`config.mk`:
```
export PLATFORM = sky130hd
export DESIGN_NAME = bootram_loader
export DESIGN_NICKNAME = d
export VERILOG_FILES = /design/src/rtl/bootram_loader.sv
export SDC_FILE = /design/constraint.sdc
export NUM_CORES = 1
export LEC_CHECK = 0
export CAP_MARGIN = 20
export CORE_UTILIZATION = 55
export CTS_BUF_LIST = sky130_fd_sc_hd__clkbuf_4 sky130_fd_sc_hd__clkbuf_8
export DETAILED_ROUTE_END_ITERATION = 7
export PLACE_DENSITY = 0.78
export SETUP_SLACK_MARGIN = 0.1
export SYNTH_ARGS = -nofsm -noshare
export SYNTH_HDL_FRONTEND = slang
export SYNTH_SLANG_ARGS = --single-unit
```
`constraint.sdc`:
```
create_clock -name clk -period 3.05 [get_ports clk]
set_input_delay 0.61 -clock clk [delete_from_list [all_inputs] [get_ports clk]]
set_output_delay 0.61 -clock clk [all_outputs]
set_load 0.01 [all_outputs]
```
`src/rtl/bootram_loader.sv`:
```
// rtl/bootram_loader.sv - framed byte-stream loader that programs the boot RAM and holds the CPU in reset
module bootram_loader #(
    parameter int         RAM_AW         = 11,
    parameter logic [7:0] SYNC_BYTE      = 8'hA5,
    parameter int         TIMEOUT_CYCLES = 1000000
) (
    input  logic              clk,
    input  logic              reset,
    input  logic              in_valid,
    input  logic [7:0]        in_data,
    output logic              ram_ce,
    output logic              ram_wre,
    output logic [RAM_AW-1:0] ram_ad,
    output logic [7:0]        ram_din,
    output logic              ram_own,
    output logic              cpu_hold,
    output logic              done,
    output logic [1:0]        err_code
);

    localparam int              TW       = $clog2(TIMEOUT_CYCLES + 1);
    localparam logic [TW-1:0]   T_LAST   = TW'(TIMEOUT_CYCLES - 1);
    localparam logic [16:0]     RAM_SIZE = 17'(2 ** RAM_AW);

    localparam logic [1:0] ERR_NONE    = 2'b00;
    localparam logic [1:0] ERR_RANGE   = 2'b01;
    localparam logic [1:0] ERR_CSUM    = 2'b10;
    localparam logic [1:0] ERR_TIMEOUT = 2'b11;

    typedef enum logic [2:0] {
        IDLE,
        AHI,
        ALO,
        LHI,
        LLO,
        DATA,
        CSUM
    } state_t;

    state_t            state, state_n;
    logic [7:0]        addr_hi, addr_hi_n;
    logic [RAM_AW-1:0] addr, addr_n;
    logic [7:0]        len_hi, len_hi_n;
    logic [15:0]       count, count_n;
    logic [7:0]        sum, sum_n;
    logic [TW-1:0]     tcnt, tcnt_n;

    logic              ram_ce_n, ram_wre_n, ram_own_n, cpu_hold_n, done_n;
    logic [RAM_AW-1:0] ram_ad_n;
    logic [7:0]        ram_din_n;
    logic [1:0]        err_code_n;

    logic [15:0]       len_full;
    logic [16:0]       end_addr;

    // Register all parser state and outputs; reset drops any pending write pulse
    always_ff @(posedge clk) begin
        if (reset) begin
            state    <= IDLE;
            addr_hi  <= '0;
            addr     <= '0;
            len_hi   <= '0;
            count    <= '0;
            sum      <= '0;
            tcnt     <= '0;
            ram_ce   <= 1'b0;
            ram_wre  <= 1'b0;
            ram_ad   <= '0;
            ram_din  <= '0;
            ram_own  <= 1'b0;
            cpu_hold <= 1'b1;
            done     <= 1'b0;
            err_code <= ERR_NONE;
        end else begin
            state    <= state_n;
            addr_hi  <= addr_hi_n;
            addr     <= addr_n;
            len_hi   <= len_hi_n;
            count    <= count_n;
            sum      <= sum_n;
            tcnt     <= tcnt_n;
            ram_ce   <= ram_ce_n;
            ram_wre  <= ram_wre_n;
            ram_ad   <= ram_ad_n;
            ram_din  <= ram_din_n;
            ram_own  <= ram_own_n;
            cpu_hold <= cpu_hold_n;
            done     <= done_n;
            err_code <= err_code_n;
        end
    end

    // Packet parser: next state, write pulse generation, checksum and inter-byte timeout
    always_comb begin
        state_n    = state;
        addr_hi_n  = addr_hi;
        addr_n     = addr;
        len_hi_n   = len_hi;
        count_n    = count;
        sum_n      = sum;
        tcnt_n     = tcnt;
        ram_ce_n   = 1'b0;
        ram_wre_n  = 1'b0;
        ram_ad_n   = ram_ad;
        ram_din_n  = ram_din;
        ram_own_n  = ram_own;
        cpu_hold_n = cpu_hold;
        done_n     = done;
        err_code_n = err_code;

        len_full = {len_hi, in_data};
        end_addr = 17'(addr) + {1'b0, len_full};

        // Inter-byte timer only runs while a packet is open
        if (state == IDLE || in_valid) begin
            tcnt_n = '0;
        end else begin
            tcnt_n = tcnt + TW'(1);
        end

        case (state)
            IDLE: begin
                ram_own_n = 1'b0;
                if (in_valid && in_data == SYNC_BYTE) begin
                    ram_own_n  = 1'b1;
                    cpu_hold_n = 1'b1;
                    done_n     = 1'b0;
                    err_code_n = ERR_NONE;
                    sum_n      = '0;
                    state_n    = AHI;
                end
            end
            AHI: begin
                if (in_valid) begin
                    addr_hi_n = in_data;
                    state_n   = ALO;
                end
            end
            ALO: begin
                if (in_valid) begin
                    // Upper address bits beyond the RAM size are dropped
                    addr_n  = RAM_AW'({addr_hi, in_data});
                    state_n = LHI;
                end
            end
            LHI: begin
                if (in_valid) begin
                    len_hi_n = in_data;
                    state_n  = LLO;
                end
            end
            LLO: begin
                if (in_valid) begin
                    // 17-bit end address so a full-RAM load ending exactly at the top is legal
                    if (len_full != 16'd0 && end_addr <= RAM_SIZE) begin
                        count_n = len_full;
                        state_n = DATA;
                    end else begin
                        err_code_n = ERR_RANGE;
                        ram_own_n  = 1'b0;
                        state_n    = IDLE;
                    end
                end
            end
            DATA: begin
                if (in_valid) begin
                    ram_ce_n  = 1'b1;
                    ram_wre_n = 1'b1;
                    ram_ad_n  = addr;
                    ram_din_n = in_data;
                    sum_n     = sum + in_data;
                    addr_n    = addr + RAM_AW'(1);
                    count_n   = count - 16'd1;
                    if (count == 16'd1) begin
                        state_n = CSUM;
                    end
                end
            end
            CSUM: begin
                // No writes are issued here, so the port is released as soon as the last pulse ends
                ram_own_n = 1'b0;
                if (in_valid) begin
                    if (in_data == sum) begin
                        done_n     = 1'b1;
                        cpu_hold_n = 1'b0;
                        err_code_n = ERR_NONE;
                    end else begin
                        err_code_n = ERR_CSUM;
                    end
                    state_n = IDLE;
                end
            end
            default: begin
                state_n = IDLE;
            end
        endcase

        // Timeout abandons the packet; a pulse already registered still completes this cycle
        if (state != IDLE && !in_valid && tcnt == T_LAST) begin
            state_n    = IDLE;
            err_code_n = ERR_TIMEOUT;
            ram_own_n  = 1'b0;
            tcnt_n     = '0;
        end
    end

endmodule

```
==> impl_metrics.sql <==
INSERT INTO impl_metrics (metric_group, metric, value, unit) VALUES
('status', 'outcome', 'finished, violations left', ''),
('status', 'failed_checks', 'setup timing', ''),
('global_routing', 'first_global_vias', '5386', ''),
('power', 'power_density', '356', 'mW/mm²'),
('synthesis', 'synth-seq-area-share', '35.1', '%'),
('clock_tree', 'root_buffer', 'clkbuf_8', ''),
('synthesis', 'yosys-mux-area-fraction', '1.70', '%'),
('critical_path', 'critPathCaptureType', 'flop', ''),
('layout', 'num-nets-final', '808', ''),
('clock_tree', 'tritoncts_clock_tree', 'done', ''),
('synthesis', 'synth_fa_ha_area_share', '5.88', '%'),
('global_routing', 'grt_first_pass_wirelength', '26000', 'µm'),
('critical_path', 'cp.required', '3280', 'ps'),
('routing', 'drt_pre_antenna_iters', '5', ''),
('critical_path', 'critical_path.max_fanout', '6', ''),
('layout', 'layout.core_utilization', '72.7', '%'),
('min_path', 'worst_hold_path_type', 'flop to flop', ''),
('sta', 'min_period', '3120', 'ps'),
('placement', 'placed_area', '0.00621', 'mm²'),
('global_routing', 'initial_antenna_violation_count', '0', ''),
('layout', 'stdcell_area', '0.00678', 'mm²'),
('floorplan', 'dieHeight', '101', 'µm'),
('synthesis', 'combinational_family_with_the_most_area_after_synthesis', 'simple AND/OR/NAND/NOR gates', ''),
('global_routing', 'gr_ovfl_total', '0', ''),
('floorplan', 'pin_count', '37', ''),
('flow_run', 'drv.max_cap_violation_count', '0', ''),
('clock_tree', 'clkSinkCount', '94', ''),
('placement', 'dp_slack', '-748', 'ps'),
('layout', 'antenna_diode_count', '0', ''),
('routing', 'finalWirelength', '16200', 'µm'),
('sta', 'setup_ws', '-71.0', 'ps'),
('sta', 'grt_setup_unrepaired', 'true', ''),
('power', 'total_leakage_power', '2.46', 'nW'),
('clock_tree', 'cts_buffers', '9', ''),
('critical_path', 'critPathKind', 'flop to flop', ''),
('floorplan', 'design.die.area', '0.0102', 'mm²'),
('synthesis', 'netlist_area', '0.00536', 'mm²'),
('placement', 'numPortBuffers', '36', ''),
('sta', 'setup-tns-final', '-169', 'ps'),
('floorplan', 'rows', '35', ''),
('routing', 'first_iter_violations', '451', ''),
('layout', 'syn_to_final_growth', '26.4', '%'),
('placement', 'post-place-cells', '884', ''),
('synthesis', 'fraction_of_synthesis_flops_using_an_asynchronous_set_or_reset_pin', '0', '%'),
('power', 'totalPowerFinal', '2.42', 'mW'),
('synthesis', 'synthDominantAreaCellType', 'dfxtp_1', ''),
('sta', 'final_max_slew_viol_count', '0', ''),
('sta', 'timing.final.crit_share', '102', '%'),
('clock_tree', 'h-tree-depth', '3', ''),
('synthesis', 'simple_logic_cell_fraction_of_the_synthesized_area', '27.8', '%'),
('clock_tree', 'clock_path_buffers', '2', ''),
('synthesis', 'postSynthCellCount', '700', ''),
('synthesis', 'synth_edf_count', '0', ''),
('synthesis', 'synth.ff_latch_count', '94', ''),
('routing', 'route.vias.total', '5547', ''),
('sta', 'setup-violations-final', '4', ''),
('global_routing', 'grt_util_all_layers', '32.6', '%'),
('layout', 'layout-drive-gt1-share', '17.2', '%'),
('power', 'peakVddDrop', '0.216', 'mV'),
('floorplan', 'effective_utilization_at_floorplan', '57.5', '%'),
('synthesis', 'synthXorXnorAreaFrac', '4.41', '%'),
('routing', 'remaining_number_of_nets_flagged_by_the_antenna_check_after_routing', '0', ''),
('synthesis', 'ys_top_cells_by_area', 'dfxtp_1 35%, nand2_1 7.1%, nor2_1 6.5%, a21oi_1 6.1%, ha_1 5.1%', ''),
('synthesis', 'postSynth.topFlopCell', 'dfxtp_1', ''),
('floorplan', 'core_area', '0.00933', 'mm²'),
('sta', 'final.hold.worst_slack', '458', 'ps'),
('clock_tree', 'clk_transition_reported_paths', '90', 'ps'),
('sta', 'top_achievable_clock_speed', '320', 'MHz'),
('synthesis', 'netlist.area_leader.share', '35.1', '%'),
('clock_tree', 'worst_skew_pair.late_latency', '370', 'ps'),
('routing', 'post_drt_via_cell_ratio', '6.12', '');
## report_power, final
part           switching [mW]  total, mW  internal (mW)
Combinational           0.131      0.206         0.0751
Clock                   0.449      0.956          0.507
Sequential             0.0207       1.25           1.23
## critical path, cell delays in order, from the launching register on
cell and delay (ps):
dfxtp_4 380, ha_4 160, fa_2 340, a21o_1 210
a221oi_4 250, buf_4 160, o211ai_1 90, xnor2_1 190
nand4_1 140, buf_4 180, a2111oi_4 440, buf_6 200
mux2i_1 190, nor2_1 60
## sequential cells by signal, summed over array words and instances, names as in the netlist
register,cells
len_hi,8
ram_wre,1
tcnt,20
ram_ad,11
cpu_hold,1
ram_own,1
state,3
addr,11
err_code,2
ram_din,8
addr_hi,3
done,1
count,16
sum,8
## metal layers
layer	vias to the layer above	wire [µm]	global-route usage (%)
li1	2653	-	-
met1	2582	6540	38.7
met2	257	7790	56.3
met4	0	692	18.3
met3	55	1200	5.20
met5	-	0	0
## Yosys cell counts, types with 14 or more instances
| library cell | instances |
|---|---|
| ha_1 | 22 |
| clkbuf_1 | 32 |
| nand4_1 | 16 |
| a21oi_1 | 65 |
| nor2_1 | 93 |
| inv_1 | 14 |
| nand2_1 | 102 |
| dfxtp_1 | 94 |
| nand3_1 | 23 |
| xnor2_1 | 17 |
| nor3_1 | 15 |
| o21ai_0 | 28 |
## logic make-up after synthesis
group,count (synthesis)
buf+inv,51
compound gates,179
xor+xnor,27
simple gates,316
mux,9
fa+ha+maj,24
flops,94
## area by class of cell
cell class | instances | area [µm²]
Multi-Input combinational cell | 555 | 3620
Fill cell | 733 | 2550
Sequential cell | 94 | 1890
Timing Repair Buffer | 99 | 826
Tap cell | 129 | 161
Clock buffer | 11 | 151
Clock inverter | 5 | 81.3
Inverter | 14 | 52.6
## cells in the final DEF (no fill, tap or decap), drive strengths merged, types with 14 or more instances in the layout
master / Yosys / final
inv: 14 / 14
nand4: 16 / 16
a21oi: 65 / 65
dfxtp: 94 / 94
ha: 22 / 22
nand2: 102 / 102
nor2: 93 / 93
o21ai: 30 / 30
nand3: 23 / 23
clkdlybuf4s50: 0 / 27
buf: 5 / 65
nor3: 15 / 15
xnor2: 17 / 17
## final timing paths
kind            from  endpoint  slack, ps  cells after the start
max reg2reg  addr[0]  count[1]        -70                     13
max          addr[0]  count[1]        -70                     13
min          tcnt[0]   tcnt[0]        460                      1
min reg2reg  tcnt[0]   tcnt[0]        460                      1
## timing repair
action	CTS	global route
resized for setup	35	29
buffers inserted	5	3
endpoints found under the setup margin	21	21
pin swaps	20	21
cloned	1	0
Power figures use the tool's default switching activity.
